File: config.mk
export PLATFORM = sky130hd
export DESIGN_NAME = module_debouncer_nch
export DESIGN_NICKNAME = d
export VERILOG_FILES = /design/src/rtl/debouncer_pkg.sv /design/src/rtl/module_debounce_ch.sv /design/src/rtl/module_debouncer_nch.sv
export SDC_FILE = /design/constraint.sdc
export NUM_CORES = 1
export LEC_CHECK = 0
export BUFFER_PORTS_ARGS = -buffer_cell sky130_fd_sc_hd__buf_4
export CAP_MARGIN = 10
export CORE_MARGIN = 4
export CORE_UTILIZATION = 60
export CTS_CLUSTER_DIAMETER = 150
export DETAILED_ROUTE_END_ITERATION = 12
export PLACE_DENSITY_LB_ADDON = 0.3
export SYNTH_ARGS = -nofsm -noshare
export SYNTH_HDL_FRONTEND = slang
export SYNTH_SLANG_ARGS = --single-unit
File: constraint.sdc
create_clock -name clk -period 4 [get_ports clk]
set_input_delay 0.8 -clock clk [delete_from_list [all_inputs] [get_ports clk]]
set_output_delay 0.8 -clock clk [all_outputs]
set_load 0.02 [all_outputs]
File: src/rtl/debouncer_pkg.sv
// debouncer_pkg: shared state type and default constants for the N-channel debouncer
package debouncer_pkg;
    typedef enum logic {ST_STABLE, ST_CHANGING} deb_state_t;
    localparam int DEB_CLK_HZ     = 10_000_000;
    localparam int DEB_TICK_HZ    = 1_000;
    localparam int DEB_STABLE_CNT = 8;
endpackage

File: src/rtl/module_debounce_ch.sv
// module_debounce_ch: one debounce channel (stability FSM, tick counter, rise/fall pulse registers)
module module_debounce_ch
    import debouncer_pkg::*;
#(
    parameter int STABLE_CNT = DEB_STABLE_CNT
) (
    input  logic clk,
    input  logic rst_n,
    input  logic tick,
    input  logic s,
    output logic level,
    output logic rise,
    output logic fall
);
    localparam int CW = $clog2(STABLE_CNT);
    localparam logic [CW-1:0] CNT_LAST = CW'(STABLE_CNT - 1);

    deb_state_t    state_q, state_d;
    logic [CW-1:0] cnt_q, cnt_d;
    logic          level_q, level_d;
    logic          rise_q, rise_d;
    logic          fall_q, fall_d;

    always_comb begin
        state_d = state_q;
        cnt_d   = cnt_q;
        level_d = level_q;
        rise_d  = 1'b0;
        fall_d  = 1'b0;
        if (tick) begin
            // A sample matching the current level aborts any count in progress
            if (s == level_q) begin
                state_d = ST_STABLE;
                cnt_d   = '0;
            end else if (state_q == ST_STABLE) begin
                state_d = ST_CHANGING;
                cnt_d   = CW'(1);
            end else if (cnt_q == CNT_LAST) begin
                state_d = ST_STABLE;
                cnt_d   = '0;
                level_d = s;
                rise_d  = s;
                fall_d  = !s;
            end else begin
                cnt_d = cnt_q + 1'b1;
            end
        end
    end

    always_ff @(posedge clk or negedge rst_n) begin
        if (!rst_n) begin
            state_q <= ST_STABLE;
            cnt_q   <= '0;
            level_q <= 1'b0;
            rise_q  <= 1'b0;
            fall_q  <= 1'b0;
        end else begin
            state_q <= state_d;
            cnt_q   <= cnt_d;
            level_q <= level_d;
            rise_q  <= rise_d;
            fall_q  <= fall_d;
        end
    end

    assign level = level_q;
    assign rise  = rise_q;
    assign fall  = fall_q;
endmodule

File: src/rtl/module_debouncer_nch.sv
// module_debouncer_nch: N-channel button debouncer with shared sample-tick prescaler.
// Define DEBOUNCER_SYNC_EN to pass each bt_in bit through a two-flop synchroniser.
module module_debouncer_nch
    import debouncer_pkg::*;
#(
    parameter int CLK_HZ     = DEB_CLK_HZ,
    parameter int TICK_HZ    = DEB_TICK_HZ,
    parameter int N_CH       = 4,
    parameter int STABLE_CNT = DEB_STABLE_CNT
) (
    input  logic            clk,
    input  logic            rst_n,
    input  logic [N_CH-1:0] bt_in,
    output logic [N_CH-1:0] level,
    output logic [N_CH-1:0] rise,
    output logic [N_CH-1:0] fall,
    output logic            any_level
);
    localparam int DIV = CLK_HZ / TICK_HZ;
    localparam int PW  = (DIV < 2) ? 1 : $clog2(DIV);
    localparam logic [PW-1:0] PRE_LAST = PW'(DIV - 1);

    if (DIV < 2) begin : g_div_chk
        $error("module_debouncer_nch: CLK_HZ/TICK_HZ must be >= 2");
    end
    if (N_CH < 1) begin : g_nch_chk
        $error("module_debouncer_nch: N_CH must be >= 1");
    end
    if (STABLE_CNT < 2) begin : g_cnt_chk
        $error("module_debouncer_nch: STABLE_CNT must be >= 2");
    end

    logic [PW-1:0]   pre_q, pre_d;
    logic            tick;
    logic            any_level_q, any_level_d;
    logic [N_CH-1:0] s;

    always_comb begin
        tick        = (pre_q == PRE_LAST);
        pre_d       = tick ? '0 : pre_q + 1'b1;
        any_level_d = |level;
    end

    always_ff @(posedge clk or negedge rst_n) begin
        if (!rst_n) begin
            pre_q       <= '0;
            any_level_q <= 1'b0;
        end else begin
            pre_q       <= pre_d;
            any_level_q <= any_level_d;
        end
    end

`ifdef DEBOUNCER_SYNC_EN
    logic [N_CH-1:0] sync1_q, sync2_q;

    always_ff @(posedge clk or negedge rst_n) begin
        if (!rst_n) begin
            sync1_q <= '0;
            sync2_q <= '0;
        end else begin
            sync1_q <= bt_in;
            sync2_q <= sync1_q;
        end
    end

    assign s = sync2_q;
`else
    assign s = bt_in;
`endif

    for (genvar i = 0; i < N_CH; i++) begin : g_ch
        module_debounce_ch #(
            .STABLE_CNT(STABLE_CNT)
        ) u_ch (
            .clk  (clk),
            .rst_n(rst_n),
            .tick (tick),
            .s    (s[i]),
            .level(level[i]),
            .rise (rise[i]),
            .fall (fall[i])
        );
    end

    assign any_level = any_level_q;
endmodule

==> flow_metrics.env <==
export IMPL_synth_top_area_cell="dfrtp_1"
export IMPL_num_rows=21
export IMPL_dieArea_sq_um=4460
export IMPL_yosysMostFrequentCell="dfrtp_1"
export IMPL_crit_start="pre_q[5]"
export IMPL_route_detailed_drc=0
export IMPL_synthArstFlopShare_pct=100
export IMPL_relSlewSlack_pct=39.3
export IMPL_switchingPower_w=0.000161
export IMPL_finalCriticalPeriod_ps=2400
export IMPL_vdd_drop_max_v=0.000190
export IMPL_initial_core_util_pct=62.2
export IMPL_drv_slew=0
export IMPL_area_growth_pct=5.97
export IMPL_multi_input_area_sq_um=868
export IMPL_clkPwrFrac_pct=30.3
export IMPL_synth_area_sq_um=2070
export IMPL_pin_count=19
export IMPL_totalWireLength_mm=3.51
export IMPL_fillCellCount=245
export IMPL_grt_max_degree=44
export IMPL_cts_tree="built"
export IMPL_die_h_um=66.8
export IMPL_synth_common_cells="dfrtp_1, nand2_1, nand3_1, buf_4, ha_1"
export IMPL_combPwrFrac_pct=4.5
export IMPL_reg2reg_depth=4
export IMPL_rsz0062_at_grt="false"
export IMPL_hold_path_class="input port to async pin"
export IMPL_io_buffers=18
export IMPL_cts_root_buf="clkbuf_4"
export IMPL_synth_cells=197
export IMPL_critPathCapture="pre_q[13]"
export IMPL_drive_gt1_share_pct=18.0
export IMPL_fin_crit_sh_pct=60.0
export IMPL_antenna_left=0
export IMPL_grt_usage_pct=19.1
export IMPL_p_leak_nw=1.00
export IMPL_synth_seq_cells=43
export IMPL_synth_area_leaders="dfrtp_1, nand2_1, ha_1, nand3_1, buf_4"
export IMPL_critPathRequiredTime_ps=4240
export IMPL_status="completed"
export IMPL_clkSinkCount=43
export IMPL_pwr_share_seq_pct=65.2
export IMPL_yosysSeqAreaShare_pct=51.9
export IMPL_final_hold_viol_count=0
export IMPL_chipWidth_um=66.8
export IMPL_p_sw_share_pct=23.8
export IMPL_yosysUniqueCellTypes=28
export IMPL_cp_end_kind="flip-flop"
export IMPL_syn_area_per_cell_sq_um=10.5
export IMPL_cts_hold_buf=0
export IMPL_seq_area_sq_um=1080
export IMPL_setup_ws_ps=1600
export IMPL_synth_nets=214
export IMPL_dp_hpwl_mm=2.52
export IMPL_worst_pin_slew_ps=911
export IMPL_antennaDiodeCount=0
export IMPL_crit_fanout=28
export IMPL_yosys_warnings=0
export IMPL_grt_pass1_wl_mm=6.31
export IMPL_post_cts_buffers=0
export IMPL_antenna_found_initial=0
export IMPL_fmax_ghz=0.416
export IMPL_core_sq_um=3340
export IMPL_grt_pass1_vias=1425
export IMPL_synth_main_ff_cell="dfrtp_1"
export IMPL_cap_viol_max_count=0
export IMPL_startpoint_type="flip-flop"
export IMPL_detailedPlace_worstSlack_ps=1600
export IMPL_synth_top_area_share_pct=51.9
export IMPL_rrSetupSlack_ps=1600
export IMPL_nets=222
export IMPL_cts_buffers=5
export IMPL_r2r_start="pre_q[5]"
export IMPL_path_clk_slew_ps=130
export IMPL_r2r_end="pre_q[13]"
export IMPL_p_per_area_nw_per_um2=307
export IMPL_wl_per_cell_um=13.9
export IMPL_tns_ps=0
export IMPL_critPathKind="flip-flop to flip-flop"
export IMPL_htreeDepth=2
export IMPL_drt_iter0_markers=123
export IMPL_clock_latency_ps=350
export IMPL_overflow=0
export IMPL_crit_arrival_ps=2640
export IMPL_clk_path_buf_depth=2
export IMPL_finalWeightedCongestion=0.803
export IMPL_fin_skew_ps=14.3
export IMPL_setup_violations=0
export IMPL_firstDrtPassIters=4
export IMPL_ctsResizeCount=0
export IMPL_vias=1416
export IMPL_p_int_w=0.000515
export IMPL_synth_edf_count=0
export IMPL_viasPerCell=5.62
## state kept, by name, summed over array words and instances, names as in the netlist
signal	cells
any_level	1
g_ch.u_ch.rise	4
pre_q	14
g_ch.u_ch.state_q	4
g_ch.u_ch.level	4
g_ch.u_ch.fall	4
g_ch.u_ch.cnt_q	12
## cell usage in the layout (no fill, tap or decap), types with 2 or more instances in the layout
master	instances
xor2_1	7
nand3_1	27
nand4_1	3
and3_1	2
xnor2_1	6
nand4b_1	2
clkbuf_4	5
o21ai_1	4
nand2_1	37
and4_1	2
nor3b_1	4
o21ai_2	4
ha_1	11
nor3_1	4
buf_4	19
nor4_2	2
or4_1	2
mux2_2	4
o21ai_0	6
nor2_1	4
dfrtp_1	43
## through the flow
step                total power [W]  hold WS [ps]  instance area, sq um  util (%)  cells
floorplan                  0.000462           444                  2070         -    197
global placement           0.000478           464                  2140      64.3    244
detailed placement         0.000479           478                  2140      64.3    244
CTS                        0.000683           413                  2200      65.9    252
global route               0.000711           415                  2200      65.9    252
finish                     0.000676           404                  2200      65.9    252
## layout make-up
class	count	share of cell area [%]
clock buffers	6	1.88
clock inverters	2	0.569
multi-input cells	136	39.5
flip-flops and latches	43	48.9
well taps	46	2.62
repair buffers	19	6.49
## worst min-delay path by stage
| stage | start | endpoint | slack [ps] | cells after the start |
|---|---|---|---|---|
| global route | rst_n | g_ch[1].u_ch.rise | 420 | 1 |
| global placement | g_ch[2].u_ch.cnt_q[1] | g_ch[2].u_ch.cnt_q[1] | 460 | 2 |
| finish | rst_n | g_ch[1].u_ch.state_q | 400 | 1 |
| floorplan | pre_q[13] | pre_q[13] | 440 | 1 |
| detailed placement | pre_q[0] | pre_q[0] | 480 | 1 |
| CTS | rst_n | g_ch[1].u_ch.rise | 410 | 1 |
## power groups by stage
stage / clock network, W / registers (W) / logic, W
floorplan: 0 / 0.000448 / 0.0000140
global placement: 0 / 0.000448 / 0.0000293
finish: 0.000205 / 0.000440 / 0.0000304
CTS: 0.000212 / 0.000441 / 0.0000306
detailed placement: 0 / 0.000449 / 0.0000304
global route: 0.000235 / 0.000441 / 0.0000343
## layer usage
metal,track usage (%),wire length (um),vias up
met5,0,0,-
met2,32.3,1730,44
met4,6.60,44,0
met1,22.6,1500,677
met3,6.24,229,7
li1,-,-,688
## cells by family after synthesis
| family | count (synthesis) | synth area share (%) |
|---|---|---|
| buffers and inverters | 18 | 6.27 |
| adders and majority gates | 11 | 6.63 |
| and+or+nand+nor | 92 | 22.7 |
| xor gates and xnor gates | 13 | 5.49 |
| DFF | 43 | 51.9 |
| muxes | 4 | 2.17 |
| AOI/OAI and AO/OA | 16 | 4.83 |
## worst max-delay path, stage by stage (launching register included)
cell and delay, ps:
dfrtp_1 450, or4b_4 570, or4_1 910, o211ai_1 260, o31ai_1 100
Note: power is estimated with default switching activity, not from simulation.
